[config.mk]
export PLATFORM = sky130hd
export DESIGN_NAME = nv_nvdla_mcif_read_ig_elastic_pipe
export DESIGN_NICKNAME = d
export VERILOG_FILES = /design/src/rtl/nv_nvdla_pipe_pkg.sv /design/src/rtl/nv_nvdla_pipe_stall_cnt.sv /design/src/rtl/nv_nvdla_mcif_read_ig_elastic_pipe.sv
export SDC_FILE = /design/constraint.sdc
export NUM_CORES = 1
export LEC_CHECK = 0
export BUFFER_PORTS_ARGS = -buffer_cell sky130_fd_sc_hd__buf_2
export CELL_PAD_IN_SITES_DETAIL_PLACEMENT = 1
export CELL_PAD_IN_SITES_GLOBAL_PLACEMENT = 1
export CORE_MARGIN = 4
export CORE_UTILIZATION = 44
export CTS_CLUSTER_DIAMETER = 60
export DETAILED_ROUTE_END_ITERATION = 12
export PLACE_DENSITY = 0.86
export SLEW_MARGIN = 20
export SYNTH_ARGS = -nofsm -noshare
export SYNTH_HDL_FRONTEND = slang
export SYNTH_HIERARCHICAL = 1
export SYNTH_SLANG_ARGS = --single-unit
[constraint.sdc]
create_clock -name nvdla_core_clk -period 5.9 [get_ports nvdla_core_clk]
set_clock_uncertainty 0.05 [all_clocks]
set_input_delay 1.18 -clock nvdla_core_clk [delete_from_list [all_inputs] [get_ports nvdla_core_clk]]
set_output_delay 1.18 -clock nvdla_core_clk [all_outputs]
set_load 0.02 [all_outputs]
[src/rtl/nv_nvdla_pipe_pkg.sv]
`default_nettype none
// ============================================================================
// Module   : nv_nvdla_pipe_pkg
// Brief    : Shared limits and width helpers for the NVDLA elastic pipe stages.
// Revision : 1.0 - initial release
// ============================================================================
package nv_nvdla_pipe_pkg;

    localparam int PIPE_MAX_DEPTH = 16;
    localparam int STALL_CNT_W    = 32;

    // Pointer width; a one-entry buffer still needs a 1-bit pointer to be legal.
    function automatic int ptr_w(input int depth);
        return (depth <= 1) ? 1 : $clog2(depth);
    endfunction

    // Occupancy width: must hold the value DEPTH itself.
    function automatic int cnt_w(input int depth);
        return $clog2(depth + 1);
    endfunction

endpackage
`default_nettype wire

[src/rtl/nv_nvdla_pipe_stall_cnt.sv]
`default_nettype none
// ============================================================================
// Module   : nv_nvdla_pipe_stall_cnt
// Brief    : Saturating stall-cycle counter with synchronous clear.
// Revision : 1.0 - initial release
// ============================================================================
module nv_nvdla_pipe_stall_cnt
    import nv_nvdla_pipe_pkg::*;
(
    input  logic                   clk,
    input  logic                   rst,
    input  logic                   i_inc,
    input  logic                   i_clr,
    output logic [STALL_CNT_W-1:0] o_cnt
);

    logic [STALL_CNT_W-1:0] r_cnt;

    // Clear wins over increment; the counter sticks at all-ones.
    always_ff @(posedge clk) begin
        if (rst || i_clr) begin
            r_cnt <= '0;
        end else if (i_inc && (r_cnt != '1)) begin
            r_cnt <= r_cnt + STALL_CNT_W'(1);
        end
    end

    assign o_cnt = r_cnt;

endmodule
`default_nettype wire

[src/rtl/nv_nvdla_mcif_read_ig_elastic_pipe.sv]
`default_nettype none
// ============================================================================
// Module   : nv_nvdla_mcif_read_ig_elastic_pipe
// Brief    : DEPTH-entry registered valid/ready pipe for the MCIF read ingress
//            path, with occupancy and almost-full reporting.
//            Optional stall counter: define NV_NVDLA_PIPE_STALL_CNT_EN.
// Revision : 1.0 - initial release
// ============================================================================
module nv_nvdla_mcif_read_ig_elastic_pipe
    import nv_nvdla_pipe_pkg::*;
#(
    parameter int WIDTH        = 79,
    parameter int DEPTH        = 2,
    parameter int AFULL_THRESH = DEPTH - 1
) (
    input  logic                      nvdla_core_clk,
    input  logic                      nvdla_core_rst,
`ifdef NV_NVDLA_PIPE_STALL_CNT_EN
    input  logic                      stall_clr,
    output logic [STALL_CNT_W-1:0]    stall_cnt,
`endif
    input  logic                      in_vld,
    output logic                      in_rdy,
    input  logic [WIDTH-1:0]          in_pd,
    output logic                      out_vld,
    input  logic                      out_rdy,
    output logic [WIDTH-1:0]          out_pd,
    output logic [cnt_w(DEPTH)-1:0]   occ,
    output logic                      afull
);

    localparam int                    c_PW        = ptr_w(DEPTH);
    localparam int                    c_CW        = cnt_w(DEPTH);
    localparam logic [c_PW-1:0]       c_PTR_LAST  = c_PW'(DEPTH - 1);
    localparam logic [c_CW-1:0]       c_CNT_FULL  = c_CW'(DEPTH);
    localparam logic [c_CW-1:0]       c_CNT_AFULL = c_CW'(AFULL_THRESH);

    logic [WIDTH-1:0] r_mem [DEPTH];
    logic [c_PW-1:0]  r_wr_ptr;
    logic [c_PW-1:0]  r_rd_ptr;
    logic [c_CW-1:0]  r_cnt;
    logic             r_rdy;

    logic             w_push;
    logic             w_pop;
    logic [c_CW-1:0]  w_cnt_nxt;

    // Explicit wrap so non-power-of-two depths never index past the array.
    function automatic logic [c_PW-1:0] ptr_inc(input logic [c_PW-1:0] p);
        return (p == c_PTR_LAST) ? '0 : p + c_PW'(1);
    endfunction

    assign w_push    = in_vld & r_rdy & ~nvdla_core_rst;
    assign w_pop     = (r_cnt != '0) & out_rdy & ~nvdla_core_rst;
    assign w_cnt_nxt = r_cnt + c_CW'(w_push) - c_CW'(w_pop);

    always_ff @(posedge nvdla_core_clk) begin
        if (nvdla_core_rst) begin
            r_wr_ptr <= '0;
            r_rd_ptr <= '0;
            r_cnt    <= '0;
            r_rdy    <= 1'b1;
        end else begin
            if (w_push) begin
                r_wr_ptr <= ptr_inc(r_wr_ptr);
            end
            if (w_pop) begin
                r_rd_ptr <= ptr_inc(r_rd_ptr);
            end
            r_cnt <= w_cnt_nxt;
            // Ready looks at next occupancy so it is a pure flop output.
            r_rdy <= (w_cnt_nxt < c_CNT_FULL);
        end
    end

    // Payload storage is intentionally not reset.
    always_ff @(posedge nvdla_core_clk) begin
        if (w_push) begin
            r_mem[r_wr_ptr] <= in_pd;
        end
    end

    assign in_rdy  = r_rdy;
    assign out_vld = (r_cnt != '0);
    assign out_pd  = r_mem[r_rd_ptr];
    assign occ     = r_cnt;
    assign afull   = (r_cnt >= c_CNT_AFULL);

`ifdef NV_NVDLA_PIPE_STALL_CNT_EN
    nv_nvdla_pipe_stall_cnt u_stall_cnt (
        .clk   (nvdla_core_clk),
        .rst   (nvdla_core_rst),
        .i_inc (out_vld & ~out_rdy),
        .i_clr (stall_clr),
        .o_cnt (stall_cnt)
    );
`endif

endmodule
`default_nettype wire

==> flow_metrics.env <==
export IMPL_grt_usage_pct=15.3
export IMPL_cts_resized=0
export IMPL_endpoint_kind="output port"
export IMPL_grt_use_met3_pct=5.37
export IMPL_clk_path_buf_depth=2
export IMPL_placeableCoreArea_um2=13300
export IMPL_rsz0062_at_grt="no"
export IMPL_num_rows=42
export IMPL_grt_pass1_vias=3420
export IMPL_hp_class="reg -> reg"
export IMPL_area_growth_pct=27.5
export IMPL_final_cell_mix="166 x buf_2, 158 x edfxtp_1, 72 x mux2_2, 17 x clkbuf_16, 10 x mux2_4"
export IMPL_leakagePower_nw=2.88
export IMPL_io_pins=167
export IMPL_wl_per_cell_um=17.9
export IMPL_avgSynthCellArea_um2=21.8
export IMPL_slew_headroom_pct=56.2
export IMPL_holdCritStartpoint="in_rdy$_SDFF_PP1_"
export IMPL_syn_area_um2=6030
export IMPL_finalCritPeriodShare_pct=53.3
export IMPL_max_freq_ghz=0.318
export IMPL_switching_share_pct=24.7
export IMPL_cts_hold_buffers_added=0
export IMPL_dp_hpwl_um=7980
export IMPL_fp_dieH_um=125
export IMPL_drive_gt1_share_pct=61.4
export IMPL_drcViolationCount=0
export IMPL_yosys_warnings=6
export IMPL_pwr_share_seq_pct=48.0
export IMPL_via_per_inst=4.75
export IMPL_start_util_pct=45.1
export IMPL_ant_nets=0
export IMPL_arrival_ns=1.92
export IMPL_cts_buffers=17
export IMPL_final_common_cell="buf_2"
export IMPL_switchingPower_w=0.000712
export IMPL_fin_setup_tns_ns=0
export IMPL_use_met1_pct=18.1
export IMPL_powerDensity_nw_per_um2=374
export IMPL_cap_violations=0
export IMPL_p_int_w=0.00216
export IMPL_r2r_start="in_rdy$_SDFF_PP1_"
export IMPL_cts_root_buf="clkbuf_16"
export IMPL_syn_inst=276
export IMPL_die_w_um=125
export IMPL_clock_latency_ns=0.41
export IMPL_synth_distinct_cells=17
export IMPL_crit_path_max_incr_delay_ns=0.60
export IMPL_finalSetupViolations=0
export IMPL_io_buffers=166
export IMPL_rr_worst_depth=4
export IMPL_path_max_fanout=53
export IMPL_firstDrtPassIters=4
export IMPL_nets=543
export IMPL_maxSlewViolCount=0
export IMPL_grt_overflow=0
export IMPL_diodes=0
export IMPL_vdd_drop_max_uv=241
export IMPL_pwr_share_clk_pct=36.2
export IMPL_p_comb_share_pct=15.8
export IMPL_vias=3071
export IMPL_status="finished, final reports clean"
export IMPL_synth_seq_area_share_pct=80.7
export IMPL_ys_ff_latch=164
export IMPL_hold_worst_slack_ns=0.490
export IMPL_syn_nets=361
export IMPL_startpoint_type="flip-flop"
export IMPL_tightest_slew_ns=0.655
export IMPL_hold_violations=0
export IMPL_dieArea_um2=15600
export IMPL_fin_crit_ns=3.15
export IMPL_grt_busiest_layer="met2"
export IMPL_drt_iter0_drc=173
export IMPL_use_met2_pct=25.9
export IMPL_cts_setup_buffers=0
export IMPL_htree_levels=4
export IMPL_grt_pass1_wl_um=18300
export IMPL_place_congestion=0.726
export IMPL_min_path_cells=2
export IMPL_critPathSlowestCell="dfxtp_4"
export IMPL_worst_ep_required_time_ns=4.67
export IMPL_finalWirelength_um=11600
export IMPL_cp_cell_sequence="buf_16 > mux2_2 > buf_2"
export IMPL_antenna_found_initial=1
export IMPL_grt_max_degree=80
export IMPL_critical_path_class="reg -> out"
export IMPL_cts_tree="yes"
export IMPL_cts_num_sinks=164
export IMPL_clkTransAtPathRegs_ns=0.06
[critical path: cells and delay by family, from the launching register on]
| family | cells | cell delay [ns] |
|---|---|---|
| buffers and inverters | 2 | 0.47 |
| DFF | 1 | 0.60 |
| muxes | 1 | 0.39 |
[power by group through the flow]
stage	combinational, W	clock, W	sequential [W]
6_report	0.000453	0.00104	0.00138
5_1_grt	0.000487	0.00113	0.00139
4_1_cts	0.000427	0.00107	0.00141
3_5_place_dp	0.000425	0	0.00143
3_3_place_gp	0.000417	0	0.00143
2_1_floorplan	0.000308	0	0.00140
[synth_stat cells, drive strengths merged]
| master | number | area [um2] |
|---|---|---|
| dfxtp | 6 | 120 |
| nand3b | 2 | 15.0 |
| xnor2 | 1 | 8.76 |
| buf | 9 | 63.8 |
| mux2 | 82 | 961 |
| or2 | 2 | 12.5 |
| o21ai | 1 | 5.00 |
| a21oi | 1 | 5.00 |
| ha | 2 | 25.0 |
| inv | 2 | 7.51 |
| nor2b | 3 | 18.8 |
| mux2i | 1 | 10.0 |
| a21bo | 1 | 10.0 |
| edfxtp | 158 | 4740 |
| nor2 | 5 | 18.8 |
[metrics by stage]
stage          area, um2  util, %  power (W)  setup slack [ns]  std cells
2_1_floorplan       6030        -    0.00171             0.653        276
3_3_place_gp        7060     52.9    0.00184              2.39        613
3_5_place_dp        7060     52.9    0.00186              2.30        613
4_1_cts             7630     57.1    0.00290              2.48        645
5_1_grt             7680     57.6    0.00301              2.63        647
6_report            7680     57.6    0.00288              2.75        647
[per-layer routing]
| layer | share of wire (%) | vias up |
|---|---|---|
| li1 | - | 1454 |
| met1 | 40 | 1493 |
| met2 | 52 | 104 |
| met3 | 6.3 | 18 |
| met4 | 1.4 | 2 |
| met5 | 0.11 | - |
[flip-flops by register name (all words and copies together), names as in the netlist, named ones only]
register,flops
r_mem,158
occ,2
in_rdy,1
r_rd_ptr,1
r_wr_ptr,1
[final timing paths]
path | endpoint | slack, ns
max | out_pd[68] | 2.75
min | r_wr_ptr$_SDFFE_PP0N_ | 0.49
max reg2reg | r_mem[0][26]$_DFFE_PP_ | 3.62
min reg2reg | r_wr_ptr$_SDFFE_PP0N_ | 0.49
[final cells by class]
class	count	area, um2
multi-input combinational	101	1100
sequential	164	4870
clock buffer	18	429
clock inverter	14	136
inverter	2	7.51
tap	176	220
timing repair buffer	172	916
fill	1247	5670
[kinds of logic (layout without fill, tap and decap cells)]
group / after synthesis / after routing / synth area share [%]
flip-flops: 164 / 164 / 80.7
AND/OR/NAND/NOR: 12 / 12 / 1.08
buffers and inverters: 11 / 206 / 1.18
AO/OA/AOI/OAI: 3 / 3 / 0.332
multiplexers: 83 / 83 / 16.1
adder cells (fa/ha/maj): 2 / 2 / 0.415
XOR/XNOR: 1 / 1 / 0.145
Power figures use the tool's default switching activity.
